===== src/rtl/seq_divider_6by3.sv =====
// Sequential unsigned restoring divider: 2N-bit dividend / N-bit divisor, one quotient bit per clock.
// Optional SEQ_DIVIDER_DZ_DETECT_EN: divide-by-zero finishes at once and raises dz.
module seq_divider_6by3 #(
  parameter int N = 3
) (
  input  logic           clk,
  input  logic           rst,
  input  logic           start,
  input  logic [2*N-1:0] dividend,
  input  logic [N-1:0]   divisor,
  output logic           ready,
  output logic           done,
  output logic [2*N-1:0] quotient,
  output logic [N-1:0]   remainder,
  output logic           dz
);

  localparam int W  = 2 * N;
  localparam int CW = $clog2(W);
  localparam logic [CW-1:0] LAST_STEP = CW'(W - 1);

  typedef enum logic [1:0] {S_IDLE, S_BUSY, S_DONE} state_e;

  state_e        state_q, state_d;
  logic [CW-1:0] count_q, count_d;
  // Dividend bits shift out at the top while quotient bits shift in at the bottom.
  logic [W-1:0]  dvd_q, dvd_d;
  logic [N-1:0]  dvs_q, dvs_d;
  logic [N-1:0]  r_q, r_d;
  logic [W-1:0]  quotient_q, quotient_d;
  logic [N-1:0]  remainder_q, remainder_d;
`ifdef SEQ_DIVIDER_DZ_DETECT_EN
  logic          dz_q, dz_d;
`endif

  logic [N:0]    trial;
  logic [N:0]    diff;
  logic          fits;

  assign trial = {r_q, dvd_q[W-1]};
  assign diff  = trial - {1'b0, dvs_q};
  assign fits  = (trial >= {1'b0, dvs_q});

  always_comb begin
    // NOTE: every signal gets its hold value first so no path leaves it unassigned (no latches).
    state_d     = state_q;
    count_d     = count_q;
    dvd_d       = dvd_q;
    dvs_d       = dvs_q;
    r_d         = r_q;
    quotient_d  = quotient_q;
    remainder_d = remainder_q;
`ifdef SEQ_DIVIDER_DZ_DETECT_EN
    dz_d        = dz_q;
`endif

    case (state_q)
      S_IDLE, S_DONE: begin
        if (start) begin
          dvd_d   = dividend;
          dvs_d   = divisor;
          r_d     = '0;
          count_d = '0;
          state_d = S_BUSY;
`ifdef SEQ_DIVIDER_DZ_DETECT_EN
          dz_d = 1'b0;
          if (divisor == '0) begin
            quotient_d  = '1;
            remainder_d = dividend[N-1:0];
            dz_d        = 1'b1;
            state_d     = S_DONE;
          end
`endif
        end else if (state_q == S_DONE) begin
          state_d = S_IDLE;
        end
      end

      S_BUSY: begin
        r_d     = fits ? diff[N-1:0] : trial[N-1:0];
        dvd_d   = {dvd_q[W-2:0], fits};
        count_d = count_q + CW'(1);
        if (count_q == LAST_STEP) begin
          quotient_d  = {dvd_q[W-2:0], fits};
          remainder_d = fits ? diff[N-1:0] : trial[N-1:0];
          state_d     = S_DONE;
        end
      end

      default: state_d = S_IDLE;
    endcase
  end

  always_ff @(posedge clk or posedge rst) begin
    if (rst) begin
      state_q     <= S_IDLE;
      count_q     <= '0;
      dvd_q       <= '0;
      dvs_q       <= '0;
      r_q         <= '0;
      quotient_q  <= '0;
      remainder_q <= '0;
`ifdef SEQ_DIVIDER_DZ_DETECT_EN
      dz_q        <= 1'b0;
`endif
    end else begin
      // NOTE: non-blocking assignments so every flop samples pre-edge values.
      state_q     <= state_d;
      count_q     <= count_d;
      dvd_q       <= dvd_d;
      dvs_q       <= dvs_d;
      r_q         <= r_d;
      quotient_q  <= quotient_d;
      remainder_q <= remainder_d;
`ifdef SEQ_DIVIDER_DZ_DETECT_EN
      dz_q        <= dz_d;
`endif
    end
  end

  assign ready     = (state_q == S_IDLE) || (state_q == S_DONE);
  assign done      = (state_q == S_DONE);
  assign quotient  = quotient_q;
  assign remainder = remainder_q;
`ifdef SEQ_DIVIDER_DZ_DETECT_EN
  assign dz        = dz_q;
`else
  assign dz        = 1'b0;
`endif

endmodule


===== config.mk =====
export PLATFORM = sky130hd
export DESIGN_NAME = seq_divider_6by3
export DESIGN_NICKNAME = d
export VERILOG_FILES = /design/src/rtl/seq_divider_6by3.sv
export SDC_FILE = /design/constraint.sdc
export NUM_CORES = 1
export LEC_CHECK = 0
export CAP_MARGIN = 10
export CORE_MARGIN = 1
export CORE_UTILIZATION = 57
export CTS_BUF_LIST = sky130_fd_sc_hd__clkbuf_8
export DETAILED_ROUTE_END_ITERATION = 8
export PLACE_DENSITY_LB_ADDON = 0.12
export REMOVE_ABC_BUFFERS = 1
export SETUP_SLACK_MARGIN = 0.15
export SLEW_MARGIN = 25
export SYNTH_ARGS = -nofsm -noshare
export SYNTH_HDL_FRONTEND = slang
export SYNTH_SLANG_ARGS = --single-unit

===== constraint.sdc =====
create_clock -name clk -period 3 [get_ports clk]
set_input_delay 0.9 -clock clk [delete_from_list [all_inputs] [get_ports clk]]
set_output_delay 0.9 -clock clk [all_outputs]
set_load 0.03 [all_outputs]

# Yosys cells after proc, flatten, opt, wreduce, memory -nomap -nowiden
# Index checks and enable logic that the tools add are counted.
# totals
ff_bits	26
latchBits	0
ram_bits	0
rom_bits	0
in_bits	12
wordCells	34
n_memories	0
# classes
n_addsub	2
multipliers	0
div	0
n_lt_le_gt_ge	1
eq_ne	6
shifts	0
mux	10
bitwise	0
reduce_logical	8
# op_table
op	count
case mux 3 bit (2 select lines)	2
case mux 6 bit (2 select lines)	1
AND reduction 2 bit	4
two-way mux 2 bit	3
two-way mux 3 bit	2
two-way mux 6 bit	1
greater-or-equal comparator 4 x 3 -> 1 bit	1
!= test 2 bit, second input constant	2
case mux 2 bit (2 select lines)	1
adder 3 x 1 -> 3 bit, second input constant	1
equality test 3 bit, second input constant	1
!= test 3 bit, second input constant	1
subtractor 3 bit	1
equality test 2 x 1 -> 1 bit, second input constant	1
equality test 2 bit, second input constant	1
logical NOT 2 bit	1
nonzero test 2 bit	1
OR reduction 2 bit	1
logical OR 1 bit	1

# Longest topological paths before layout
# Gate-level depths: netlist of run 1.
# logic_depth
word_depth	4
ltp_mapped	7

# Worst setup path after synthesis of run 1
# Ideal clock, no wire load.
# synth_path
path_type	reg-to-reg
from	register dvd_q[5]
to	register remainder_q[1] (netlist: remainder[1])
arrival_time_ps	1931
path_slack_ps	1000
path_stages_with_launch	8
synth_period_minus_slack_ps	2000
path_cell_list	dfrtp_1 -> inv_1 -> ha_1 -> inv_1 -> fa_1 -> a211o_4 -> or4b_1 -> nand3_1
# synth_via
elab_chain_cells	2
elab_cells_between_ends	3
# synth_lines
element	line_no	text
from (decl)	27	logic [W-1:0] dvd_q, dvd_d;
from (signal assigned)	110	dvd_q <= dvd_d;
greater-or-equal comparator 4 x 3 -> 1 bit / subtractor 3 bit (equally long branches)	42, 41	
two-way mux 3 bit *	85	remainder_d = fits ? diff[N-1:0] : trial[N-1:0];
to (signal assigned)	114	remainder_q <= remainder_d;
to (decl)	31	logic [N-1:0] remainder_q, remainder_d;
# Every way passes the cells marked *; elsewhere a longest branch is shown, timed or not.
# A chain may end at the register's enable or synchronous reset.

# Worst setup path after layout of run 1
# layout_path
from	register state_q[0]
to	output port done
# layout_via
elab_chain_cells	1
# layout_lines
element	line_no	text
from (decl)	24	state_e state_q, state_d;
from (signal assigned)	108	state_q <= state_d;
equality test 2 bit	122	assign done = (state_q == S_DONE);
to (decl)	12	output logic done,
# Every way passes these cells.

==> results.md, run 1 <==
- Status: finished clean
- Io pins: 24
- CTS clk-pin slew, worst paths: around 0.080 ns
- CP required: roughly 2.1 ns
- Worst hold path type: reg -> reg
- Synth Area per Inst: 9.205 µm²
- Avg Vias per Cell: around 5.5
- Lkg Pwr: between 0.7 and 0.8 nW
- Resize count post-CTS: 0
- Synth Cell Area: 1289 µm²
- Fin. Hold Viols: 0
- Filler instances: between 150 and 200
- Slew Limit Fails: 0
- Final setup viols: 0
- Synth Register Bits: 26
- # diodes: 0
- Core Region: 2042 µm²
- All-Layer GR Usage: about a quarter
- Power per cell area: between 1000 and 1500 nW/µm²
- RSZ-0062 raised after global routing: false
- CP Class: reg -> out
- DRC: 0
- Synth Flop Type: dfrtp_1
- Initial drt markers: 19
- Clock Skews: approximately 0.0034 ns
- # H-tree levels: 1
- First-pass GRT wire length: approximately 4.7 mm
- Starting density of the core: 63.11%
- Crit path DAT: 1.52 ns
- CTS tree: done
- Largest net degree at the start of global routing: 27
- Height of the die: 49.55 µm
- Initial antenna violation count: 0
- Die W: slightly below 50 µm
- Max-cap violation count: 0
- Footprint of the multi-input gates: between 500 and 600 µm²
- Vias: around 1000
- Post-route ant nets: 0
- Clock buffer depth: 2
- Synth warn: 0
- Worst vdd ir: 0.0007267 V
- Register Area: ~650 µm²
- Synth async-reset ratio: 100.0%
- Sequential share of the synthesized area: between 50% and 60%
- Fmax achieved: about 410 MHz
- Synthesis-to-finish area growth: 21.26%
- Crit start category: flip-flop
- Most frequent cells in the layout: nand2_1 (42), dfrtp_1 (26), clkdlybuf4s50_1 (22)
- CP max FO: 8
- Post-Synthesis Cells: 140
- # rows: 16
- Post-layout min period: around 2.4 ns
- Clock sinks: 26
- CP Capture Type: primary output
- Skew-Pair Late Insertion Delay: 0.27 ns
- Most common cell after layout, fill and taps aside: nand2_1
- Cells on worst reg2reg path: 7
- Share of cells above drive strength 1: 5.031%
- Drt first pass iters: 4
- Setup TNS: 0 ns
- Die area: about 2500 µm²
- Reg-to-reg endpoint: remainder[0]
- Final #Nets: 179
- Avg WL per Cell: 13.96 µm
- Post-DP HPWL: approximately 1.7 mm
- Vias in the first global route: 1049
- Grt total ovfl: 0
- Overall power: ~1.8 mW
- Worst setup path endpoint: done
- Hold_ws: between 0.4 and 0.5 ns
- TritonCTS buffer count: 3
- Overall routed net length: about 2.6 mm
- Root Buffer: clkbuf_8
- Hold-fix buffers at CTS: 0
- Routability Congestion: 0.8215
- Slowest stage delay, CP: 0.67 ns
- Hold path cells: 2
- Setup slack, reg-to-reg: ~0.83 ns
- Slew Limit Headroom: 55.42%
- Port bufs: 22
- Critical path cell sequence: nor2b_1 -> clkdlybuf4s50_1
- Count of cell types in the netlist: 25
- Crit. Startpoint: state_q[0]
- Tightest Pin Transition: roughly 0.67 ns
- Worst-path cell with the longest stage delay: clkdlybuf4s50_1
- Post-synth EDFFs: 0
- # Post-CTS Setup Buffers: 0
- Period utilization: between 80% and 90%
- Reg2reg start: dvd_q[5]
metal layers:
metal	vias up	GRT usage [%]	wire, µm
li1	497	-	-
met1	491	31.71	1154
met2	23	44.59	1323
met3	5	2.778	77
met4	0	10.48	42
met5	-	0	0
critical path: cells and delay by family, from the launching register on:
family	cells	cell delay (ns)
DFF	1	0.46
buffers and inverters	1	0.67
and+or+nand+nor	1	0.13
how the worst min path moves through the flow:
stage               slack [ns]   startpoint          end
global placement          0.46  quotient[2]  quotient[2]
CTS                       0.48  quotient[4]  quotient[4]
detailed placement        0.46  quotient[4]  quotient[4]
finish                    0.48  quotient[3]  quotient[3]
global route              0.52  quotient[1]  quotient[1]
floorplan                 0.45     dvs_q[0]     dvs_q[0]
state kept, by name (all words and copies together) (netlist names):
name and cells:
count_q 3, r_q 3, quotient 6, dvs_q 3
state_q 2, dvd_q 6, remainder 3
cell families after synthesis:
family / share of synthesized area (%)
simple gates: 24.08
compound gates: 12.23
flops: 50.49
other cells: 0.2910
xor+xnor: 1.359
buf+inv: 5.146
fa+ha+maj: 6.408
cells in the mapped netlist (all sizes together), types with 2 or more instances:
| library cell | count | area (µm²) |
|---|---|---|
| a31oi | 5 | 31.28 |
| buf | 3 | 17.52 |
| clkbuf | 5 | 18.77 |
| dfrtp | 26 | 650.6 |
| ha | 5 | 62.56 |
| inv | 7 | 26.28 |
| nand2 | 42 | 157.7 |
| nand2b | 2 | 12.51 |
| nand3 | 7 | 35.03 |
| nand3b | 3 | 22.52 |
| nor2 | 7 | 26.28 |
| nor2b | 3 | 18.77 |
| o211ai | 9 | 67.56 |
| o21ai | 5 | 25.02 |
| xor2 | 2 | 17.52 |
where the power goes:
part	internal, mW	leakage, nW	switching [mW]	total (mW)
combinational	0.398	0.383	0.577	0.975
clock	0.0899	0.0216	0.103	0.193
sequential	0.524	0.311	0.123	0.647
metrics by stage:
step / cell area (µm²) / std cells / utilization, % / setup slack (ns)
after detailed placement: 1521 / 183 / 74.51 / 0.8468
after CTS: 1563 / 186 / 76.53 / 0.5775
after floorplan: 1252 / 132 / - / 0.9999
after global placement: 1521 / 183 / 74.51 / 0.8779
after global routing: 1563 / 186 / 76.53 / 0.5355
final: 1563 / 186 / 76.53 / 0.5823
cell type report:
class                           instances  area share, %
Sequential cell                        26          41.63
Multi-Input combinational cell         98          36.59
Timing Repair Buffer                   24          15.05
Clock buffer                            3          2.642
Tap cell                               27          2.162
Inverter                                8          1.922
Power figures use the tool's default switching activity.
==> run 2: changes to the inputs <==
Settings changed: CORE_UTILIZATION 57 to 53.
Clock period 3 ns to 2.36 ns, I/O delays scaled along.
==> run 2 against run 1 <==
Count of clock-buffer cells in the layout unchanged. Sequential share of layout area decreased by 1.1 points. Clock power increased by 93%. Combinational power increased by 30%. Clock skew about the same. Routed wire length increased by 5.4%.
==> results.md, run 2 (synthesis gave the netlist of run 1 again) <==
- Overall routed net length: roughly 2.7 mm
- CTS tree: done
- Crit path DAT: 2.38 ns
- Worst-path cell with the longest stage delay: or4b_1
- Worst vdd ir: about 0.00087 V
- Worst path top cell family by delay: adder cells
- First-pass GRT wire length: between 4 and 5 mm
- Max-cap violation count: 0
- Hold Startpoint: quotient[4]
- Root Buffer: clkbuf_8
- Setup TNS: 0 ns
- # rows: 17
- Skew-Pair Late Insertion Delay: ~0.27 ns
- Synthesis-to-finish area growth: 24.56%
- Drt first pass iters: 5
- Internal power: ~1.4 mW
- Routability Congestion: 0.9381
- # Post-CTS Setup Buffers: 0
- Die area: around 2600 µm²
- CP Class: reg -> reg
- Vias: 1051
- Initial antenna violation count: 0
- Reg2reg start: dvd_q[5]
- Io pins: 24
- Tightest Pin Transition: 0.7038 ns
- Lkg Pwr: 0.7526 nW
- Vias in the first global route: about 980
- # diodes: 0
- Slowest stage delay, CP: approximately 0.47 ns
- Worst hold path type: reg -> reg
- Most frequent cells in the layout: nand2_1 (42), dfrtp_1 (26), clkdlybuf4s50_1 (20)
- Switching Share: approximately 43%
- Avg WL per Cell: roughly 14 µm
- Hold worst-path end: quotient[4]
- Initial drt markers: 23
- Cells on worst reg2reg path: 7
- Setup slack, reg-to-reg: about 0.2 ns
- Clock Skews: between 0.002 and 0.003 ns
- Core Region: between 2000 and 2500 µm²
- Slew Limit Fails: 0
- Net Switching: approximately 1.1 mW
- Fmax achieved: about 460 MHz
- Grt total ovfl: 0
- Final Util: 71.20%
- Status: finished clean
- Final Cell Area: about 1600 µm²
- Final #Nets: 180
- Period utilization: about nine tenths
- Slew Limit Headroom: 53.08%
- Share of cells above drive strength 1: 6.832%
- Final setup viols: 0
- Height of the die: 51.31 µm
- Post-route ant nets: 0
- Clock buffer depth: 2
- Overall power: 2.476 mW
- CP required: around 2.6 ns
- DRC: 0
- Crit start category: flip-flop
- Reg-to-reg endpoint: remainder[1]
- Die W: just over 50 µm
- Post-DP HPWL: between 1.5 and 2 mm
- All-Layer GR Usage: between 20% and 30%
- Combinational power share: 51.4%
- Starting density of the core: between 50% and 60%
- Bufs and invs on worst path: 2
- Port bufs: 22
- # H-tree levels: 1
- TritonCTS buffer count: 3
- CTS clk-pin slew, worst paths: ~0.09 ns
- Most used cell, CP: inv_1
- CP Capture Type: flip-flop
- RSZ-0062 raised after global routing: false
- Clock sinks: 26
- Power per cell area: between 1500 and 2000 nW/µm²
- Share of total power in the clock network: 15.0%
- CP max FO: 9
- Largest net degree at the start of global routing: 27
- Dpl cell area: 1530 µm²
- Post-layout min period: 2.164 ns
- Most common cell after layout, fill and taps aside: nand2_1
- Critical path cell sequence: inv_1 -> ha_1 -> inv_1 -> fa_1 -> a211o_4 -> or4b_1 -> nand3_1
- Power share of the sequential group: roughly 34%
- Hold path cells: 2
- Avg Vias per Cell: 5.561
- Fin. Hold Viols: 0
## run 2: changes by cell type in the layout (fill, tap and decap cells not counted), sizes merged
cell / previous run / this run
bufinv: 0 / 1
dlygate4sd2: 0 / 1
dlymetal6s2s: 0 / 1
buf: 2 / 3
clkdlybuf4s50: 22 / 20
## run 2: repair_timing
action	4_1_cts	5_1_grt
gates cloned	0	0
setup endpoints to repair	1	4
resized for setup	1	2
hold buffers	0	0
## run 2: stage by stage
stage          instances  hold slack (ns)  setup WS (ns)
2_1_floorplan        132           0.4497         0.3599
3_3_place_gp         185           0.4570         0.3223
3_5_place_dp         185           0.4699         0.2059
4_1_cts              189           0.4910         0.1652
5_1_grt              189           0.5140         0.1614
6_report             189           0.4875         0.1958
## run 2: final cells by class
cell class                 count  area, µm²
sequential                    26      650.6
fill                         170      649.4
multi-input combinational     98      574.3
timing repair buffer          25      244.0
clock buffer                   3      41.29
tap                           28      35.03
clock inverter                 1      30.03
inverter                       8      30.03
## run 2: worst min-delay path: stages, from the launching register on
cell and delay [ns]:
dfrtp_1 0.36, nand2_1 0.05, nand2_1 0.06
## run 2: worst max path at each step
stage / cells after the start / startpoint / endpoint
CTS: 2 / state_q[0] / ready
detailed placement: 7 / dvd_q[5] / remainder[0]
floorplan: 7 / dvd_q[5] / remainder[1]
finish: 7 / dvd_q[5] / remainder[1]
global placement: 7 / dvd_q[5] / remainder[0]
global route: 7 / dvd_q[5] / remainder[0]
## run 2: metal layers
layer | vias up | global-route usage (%) | share of wire, %
met5 | - | 0 | 0
met4 | 0 | 11.26 | 2.1
met3 | 8 | 5.060 | 3.8
met2 | 36 | 39.25 | 50
met1 | 504 | 29.04 | 44
li1 | 503 | - | -
## run 2: power groups by stage
stage / Sequential [mW] / Combinational [mW] / Clock [mW]
3_3_place_gp: 0.822 / 1.19 / 0
2_1_floorplan: 0.947 / 0.721 / 0
6_report: 0.833 / 1.27 / 0.372
3_5_place_dp: 0.837 / 1.25 / 0
5_1_grt: 0.858 / 1.40 / 0.393
4_1_cts: 0.829 / 1.25 / 0.375
